## src/rtl/mem_line_serializer.sv

```systemverilog
// rtl/mem_line_serializer.sv - splits 16B line requests into four 4B word requests and reassembles the response
//
// Purpose:
//   Sits between the cache memory port and a word-wide backing memory.
//   A latched line request is issued as four word requests (word k at
//   line_base + 4k, opaque = k), with at most p_max_outstanding unanswered
//   at any time. In-order word responses are assembled into the line.
//   Read-like types (READ and unsupported 3..7) return the assembled line.
//   WRITE/INIT return zero data.
//
// Ports:
//   clk, reset        clock, synchronous active-high reset
//   linereq_*         16B line request in  (val/rdy, 175-bit msg)
//   lineresp_*        16B line response out (val/rdy, 145-bit msg)
//   wordreq_*         4B word request out  (val/rdy, 77-bit msg)
//   wordresp_*        4B word response in  (val/rdy, 47-bit msg)

module mem_line_serializer #(
  parameter int p_max_outstanding = 2
) (
  input  logic         clk,
  input  logic         reset,
  input  logic         linereq_val,
  output logic         linereq_rdy,
  input  logic [174:0] linereq_msg,
  output logic         lineresp_val,
  input  logic         lineresp_rdy,
  output logic [144:0] lineresp_msg,
  output logic         wordreq_val,
  input  logic         wordreq_rdy,
  output logic [76:0]  wordreq_msg,
  input  logic         wordresp_val,
  output logic         wordresp_rdy,
  input  logic [46:0]  wordresp_msg
);

  typedef enum logic [1:0] {
    IDLE,
    BUSY,
    RESP
  } state_t;

  localparam logic [2:0] max_out = 3'(p_max_outstanding);

  state_t       state;
  logic [2:0]   req_cnt;
  logic [2:0]   resp_cnt;
  logic [127:0] line_data;
  logic [2:0]   line_type;
  logic [7:0]   line_opaque;
  logic [27:0]  line_addr;

  logic         is_write_type;
  logic [1:0]   word_idx;
  logic [2:0]   in_flight;
  logic         wordreq_fire;
  logic         wordresp_fire;

  // Fields that play no part in serialization: request len, the byte
  // offset within the line, and everything but data in word responses.
  logic unused_bits;
  assign unused_bits = ^{linereq_msg[131:128], linereq_msg[135:132], wordresp_msg[46:32]};

  assign is_write_type = (line_type == 3'd1) || (line_type == 3'd2);
  assign word_idx      = req_cnt[1:0];
  // resp_cnt never passes req_cnt, so this difference cannot underflow.
  assign in_flight     = req_cnt - resp_cnt;

  assign linereq_rdy  = (state == IDLE);
  assign lineresp_val = (state == RESP);
  assign wordreq_val  = (state == BUSY) && (req_cnt < 3'd4) && (in_flight < max_out);
  assign wordresp_rdy = (state == BUSY) && (resp_cnt < req_cnt);

  assign wordreq_fire  = wordreq_val && wordreq_rdy;
  assign wordresp_fire = wordresp_val && wordresp_rdy;

  assign wordreq_msg = {line_type, 6'd0, word_idx, line_addr, word_idx, 2'b00, 2'b00,
                        line_data[{word_idx, 5'd0} +: 32]};

  assign lineresp_msg = {line_type, line_opaque, 2'b00, 4'b0000,
                         is_write_type ? 128'd0 : line_data};

  always_ff @(posedge clk) begin
    if (reset) begin
      state       <= IDLE;
      req_cnt     <= 3'd0;
      resp_cnt    <= 3'd0;
      line_data   <= 128'd0;
      line_type   <= 3'd0;
      line_opaque <= 8'd0;
      line_addr   <= 28'd0;
    end else begin
      case (state)
        IDLE: begin
          if (linereq_val) begin
            line_type   <= linereq_msg[174:172];
            line_opaque <= linereq_msg[171:164];
            line_addr   <= linereq_msg[163:136];
            line_data   <= linereq_msg[127:0];
            req_cnt     <= 3'd0;
            resp_cnt    <= 3'd0;
            state       <= BUSY;
          end
        end
        BUSY: begin
          if (wordreq_fire) begin
            req_cnt <= req_cnt + 3'd1;
          end
          if (wordresp_fire) begin
            // Writes keep their outgoing data; the response is zeroed on output.
            if (!is_write_type) begin
              line_data[{resp_cnt[1:0], 5'd0} +: 32] <= wordresp_msg[31:0];
            end
            resp_cnt <= resp_cnt + 3'd1;
            if (resp_cnt == 3'd3) begin
              state <= RESP;
            end
          end
        end
        RESP: begin
          if (lineresp_rdy) begin
            state <= IDLE;
          end
        end
        default: state <= IDLE;
      endcase
    end
  end

endmodule
```

## config.mk

```make
export PLATFORM = sky130hd
export DESIGN_NAME = mem_line_serializer
export DESIGN_NICKNAME = d
export VERILOG_FILES = /design/src/rtl/mem_line_serializer.sv
export SDC_FILE = /design/constraint.sdc
export NUM_CORES = 1
export LEC_CHECK = 0
export CORE_MARGIN = 2
export CORE_UTILIZATION = 35
export DETAILED_ROUTE_END_ITERATION = 12
export PLACE_DENSITY_LB_ADDON = 0.1
export SYNTH_ARGS = -nofsm -noshare
export SYNTH_HDL_FRONTEND = slang
export SYNTH_SLANG_ARGS = --single-unit
```

## constraint.sdc

```tcl
create_clock -name clk -period 4 [get_ports clk]
set_input_delay 1 -clock clk [delete_from_list [all_inputs] [get_ports clk]]
set_output_delay 1 -clock clk [all_outputs]
set_load 0.005 [all_outputs]
```

==> flow_summary.ini <==
[outcome]
status = complete, no violations

[placed_design]
dp.cells = 1928
io_buffers = 414
hpwl_um = 28500
dp_slack_ps = 721
gp_congestion = 0.816

[min_path]
hp-start = line_addr[11]$_SDFFE_PP0P_
hold_class = flip-flop to flip-flop
whs_endpoint = line_addr[11]$_SDFFE_PP0P_
hold_depth = 2

[cts]
insertion_delay_ps = 430
clk_path_buf_depth = 2
clock-root-buffer = clkbuf_16
ctsResizeCount = 0
clk_pin_slew_worst_paths_ps = 70
cts_setup_buffers = 0
hold_buffers = 0
cts_num_sinks = 175
cts_buffers = 17
htree_levels = 4
tritoncts = built

[detailed_routing]
ant_nets = 0
vias_per_cell = 5.61
dr.pass1.iters = 6
vias = 11000
wl_um = 44700
wire_per_inst_um = 22.8
drtIter0Drc = 853
drc = 0

[die]
die_w_um = 180
num_rows = 64
dieArea_mm2 = 0.0324
ios = 454
core-area_mm2 = 0.0305
start_util = 0.355
die_y_um = 180

[cells_and_area]
instances_no_fill = 1960
layout_commonest_cell = clkdlybuf4s50_1
utilization = 0.509
drive_gt1_frac = 0.111
syn_to_final_growth_pct = 43.3
nNetsFinal = 1789
most-common-layout-cells = 413 x clkdlybuf4s50_1, 197 x inv_1, 188 x a211oi_1

[timing]
fmax_mhz = 272
max_slew_margin = 0.216
finalCriticalPeriod_ps = 3670
rsz0062_at_grt = false
hold_violations = 0
final.setup.tns_ps = 0
fin_crit_sh = 0.918
finClkSkew_ps = 17.7
whs_ps = 454
slew_viol_final = 0
finalWorstSetupSlack_ps = 330
setup_viol = 0
worstMarginPinSlew_ps = 1180

[synthesis]
ys.flop_type = dfxtp_1
yosys_warnings = 0
async_reset_ff_frac = 0
ys_types = 55
synthTopCellsByArea = dfxtp_1 32%, a211oi_1 13%, inv_1 6.8%
netlist_area_mm2 = 0.0108
ys_seq_elements = 175
synth_area_leader_cell = dfxtp_1
synth_edf_count = 0
syn_area_per_cell_um2 = 8.73
ys_seq_area_frac = 0.323
synth_cells = 1242
synth_top_area_share = 0.323

[power_and_ir_drop]
p_leak_nw = 5.55
cellPowerDensity_mw_per_mm2 = 356
ir_drop_uv = 192

[job]
max-cap-violations = 0

[setup_path]
r2r_slack_ps = 1230
regToRegStartpoint = state[1]$_SDFFE_PP0P_
worstPathRequired_ps = 3000
cp_max_fo = 7
crit_buf_inv = 2
critPathMaxStageDelay_ps = 550
end_kind = output port
worst-setup-path-type = flip-flop to output port
reg2reg_to = line_data[18]$_SDFFE_PP0P_
worst-endpoint-arrival_ps = 2670
r2r_cells = 6
start_kind = flip-flop
crit_family = adder cells
crit_chain = ha_1, inv_1, fa_1, or2_2, nor3_1, clkdlybuf4s50_1
cp_slowest_cell = clkdlybuf4s50_1

[global_route]
grt_usage = 0.268
overflow = 0
grt_pass1_vias = 10969
antenna_found_initial = 3
grt_max_degree = 129
grt_pass1_wl_um = 68100
[Yosys cell counts, drive strengths merged (5+ instances only)]
master and instances:
a211oi 193, a32o 64, mux4 32, nand2b 5, inv 197, dfxtp 175
o32ai 32, nor2 135, a221oi 64, a21oi 42, nand2 81, clkbuf 76
ha 9, buf 90
[power by group]
| group | internal, mW | leakage, nW | switching, mW | total (mW) |
|---|---|---|---|---|
| logic | 0.894 | 3.81 | 0.817 | 1.71 |
| registers | 1.91 | 1.45 | 0.0867 | 1.99 |
| clock network | 1.05 | 0.290 | 0.777 | 1.82 |
[registers in the layout, summed over array words and instances, names as in the netlist]
name / cells
line_data: 128
resp_cnt: 3
line_addr: 28
line_opaque: 8
req_cnt: 3
line_type: 3
state: 2
[worst register-to-register path, delay by kind of cell, from the launching register on]
family / cells / cell delay [ps]
AOI/OAI and AO/OA: 2 / 560
and+or+nand+nor: 2 / 310
buffers and inverters: 2 / 1240
DFF: 1 / 540
[logic make-up (layout without fill, tap and decap cells)]
kind of cell | after synthesis | in the layout | synth area share
AO/OA/AOI/OAI | 415 | 415 | 0.345
XOR/XNOR | 3 | 3 | 0.00243
adder cells (fa/ha/maj) | 10 | 10 | 0.0122
buffers and inverters | 363 | 667 | 0.156
flip-flops | 175 | 175 | 0.323
multiplexers | 35 | 35 | 0.0694
other | 1 | 19 | 0.000346
AND/OR/NAND/NOR | 240 | 240 | 0.0916
[routing by layer]
layer | wire, um | vias up | track usage | part of all wire
met1 | 18700 | 5315 | 0.349 | 0.42
li1 | - | 5072 | - | -
met5 | 0 | - | 0 | 0
met2 | 20900 | 548 | 0.429 | 0.47
met4 | 1120 | 0 | 0.0859 | 0.025
met3 | 4050 | 65 | 0.0746 | 0.091
[through the flow]
| step | total power, mW | cell area, um2 |
|---|---|---|
| 4_1_cts | 5.57 | 15500 |
| 2_1_floorplan | 2.87 | 10900 |
| 3_3_place_gp | 3.73 | 14900 |
| 3_5_place_dp | 3.74 | 14900 |
| 6_report | 5.53 | 15500 |
| 5_1_grt | 5.79 | 15500 |
[area by class of cell]
type,count,area (um2)
diodes,3,7.51
clock buffers,17,425
clock inverters,12,185
fillers,2913,15000
inverters,197,739
multi-input cells,719,5760
flip-flops and latches,175,3510
well taps,396,495
repair buffers,441,4410
[worst max-delay path by stage]
stage	end	cells after the start	slack (ps)	start
floorplan	wordreq_val	8	760	req_cnt[0]$_SDFFE_PP0P_
global placement	line_data[96]$_SDFFE_PP0P_	6	750	linereq_val
detailed placement	line_data[98]$_SDFFE_PP0P_	6	720	linereq_val
CTS	wordreq_val	6	260	resp_cnt[0]$_SDFFE_PP0P_
global route	wordreq_val	6	100	resp_cnt[0]$_SDFFE_PP0P_
finish	wordreq_val	6	330	resp_cnt[0]$_SDFFE_PP0P_
No activity file was read; power rests on OpenSTA's default activity.
==> edit, RTL diff (same settings) <==
Encoding of `state_t`: now one-hot (3 bits for 3 states).
--- a/src/rtl/mem_line_serializer.sv
+++ b/src/rtl/mem_line_serializer.sv
@@ -34,10 +34,10 @@
   input  logic [46:0]  wordresp_msg
 );
 
-  typedef enum logic [1:0] {
-    IDLE,
-    BUSY,
-    RESP
+  typedef enum logic [2:0] {
+    IDLE = 3'b001,
+    BUSY = 3'b010,
+    RESP = 3'b100
   } state_t;
 
   localparam logic [2:0] max_out = 3'(p_max_outstanding);
Behaviour: no difference found for any inputs over 4 cycles, from zero or initial values and one cycle with reset high; so few cycles prove little.
==> edit against the unedited design <==
Area after synthesis is 7.1% lower; global-route usage down 0.61 points; non-clock buffer count up 7; sequential cell count up 1; setup slack improved by 45 ps; via count shrank 11%; clock skew increased by 2.0 ps; combinational power down 8%; power is 3.2% lower; design area shrank 4.0%; sequential share of layout area up 1.1 points; wire length down 9.3%; critical path type unchanged.
==> edit: results (changes against the unedited design) <==
{| class="wikitable"
! Metric !! Value
|-
| Maximum clock skew at final layout || 19.7 ps (+2.01 ps)
|-
| Critical Path Source || resp_cnt[0]
|-
| Mapped Cells || 1061 (-15%)
|-
| Aggregate routed wire length || 40500 µm (-9.3%)
|-
| Share of the synthesized netlist area taken by xor and xnor gates || 0.00261 (+0.000184)
|-
| GR Util met2 || 0.443 (+0.0134)
|-
| Total number of nets in the final design || 1634 (-8.7%)
|-
| Outcome || finished clean
|-
| Relative slew slack || 0.308 (+0.0917)
|-
| Start point of the worst hold path || line_addr[25]
|-
| TritonRoute pass-1 iters || 4 (-2)
|-
| Antenna violations before repair || 4 (+1)
|-
| Met3 Resource Use GR || 0.0596 (-0.0149)
|-
| Cell types occupying the most area after synthesis || dfxtp_1, a211oi_2, a22oi_1, a21oi_1, nor2b_1
|-
| Post-Synth Adder-Cell Area || 0.0132 (+0.000929)
|-
| Worst-case register-to-register setup slack || 960 ps (-270 ps)
|-
| Leak || 0.00519 µW (-6.6%)
|-
| Endpoint of the worst-slack reg-to-reg timing path || line_data[98]
|-
| Post-synthesis cell type count || 42 (-24%)
|-
| Average routed wire per standard cell || 22.6 µm (-1.1%)
|-
| Pre-CTS setup slack || 827 ps (+106 ps)
|-
| Vias in the first global route || 9858 (-10%)
|-
| Fraction of final layout cells sized beyond drive strength 1 || 0.168 (+0.0567)
|-
| Area after DPL || 0.0143 mm² (-4.1%)
|-
| Final-layout worst hold slack || 455 ps (+1.23 ps)
|-
| Mux share of post-synthesis cell area || 0.0725 (+0.00316)
|-
| Global Route met1 Usage || 0.336 (-0.0134)
|-
| First-pass GRT wire length || 61200 µm (-10%)
|-
| Sum of net half-perimeters after detailed placement || 28000 µm (-1.8%)
|-
| Pin count of the biggest net entering global routing || 130 (+0.78%)
|-
| Most frequent cells after synthesis || dfxtp_1, a21oi_1, a22oi_1, nor2b_1, a211oi_2
|-
| Hold Crit Endpoint || line_addr[25]
|-
| Compound-cell area share of the yosys netlist || 0.344 (-0.00126)
|-
| Final min period || 3620 ps (-45.3 ps)
|-
| Maximum vdd ir drop || 0.288 mV (+50%)
|-
| Total track usage || 0.262 (-0.00607)
|-
| Proportion of synthesized chip area in sequential cells || 0.350 (+0.0265)
|}
-- edit: changes by cell type after synthesis, moves of 8 or more --
cell and change:
inv_1 -192, a211oi_1 -180, a21oi_1 +132, a22oi_1 +128, nor2_1 -126, nor2b_1 +125, a211oi_2 +116, a32o_1 -64
a221oi_1 -34, a221oi_2 -30, o32ai_2 -25, buf_2 -8
-- edit: routing by layer --
layer | share of wire | up-vias
met4 | 0.020 | 0
met3 | 0.062 | 39
met1 | 0.43 | 4820
met5 | 0 | -
met2 | 0.48 | 371
li1 | - | 4560
-- edit: cell type report --
cell class                      instances  area [µm²]
Timing Repair Buffer                  448        4440
Antenna cell                            4        10.0
Clock inverter                         14         166
Clock buffer                           18         439
Sequential cell                       176        3530
Tap cell                              384         480
Multi-Input combinational cell        748        5830
Inverter                                5        18.8
Fill cell                            2760       13600
-- edit: power breakdown --
part           leakage (µW)  internal (µW)  switching, µW
Clock              0.000291            910            816
Combinational       0.00344            870            701
Sequential          0.00145           1920            133
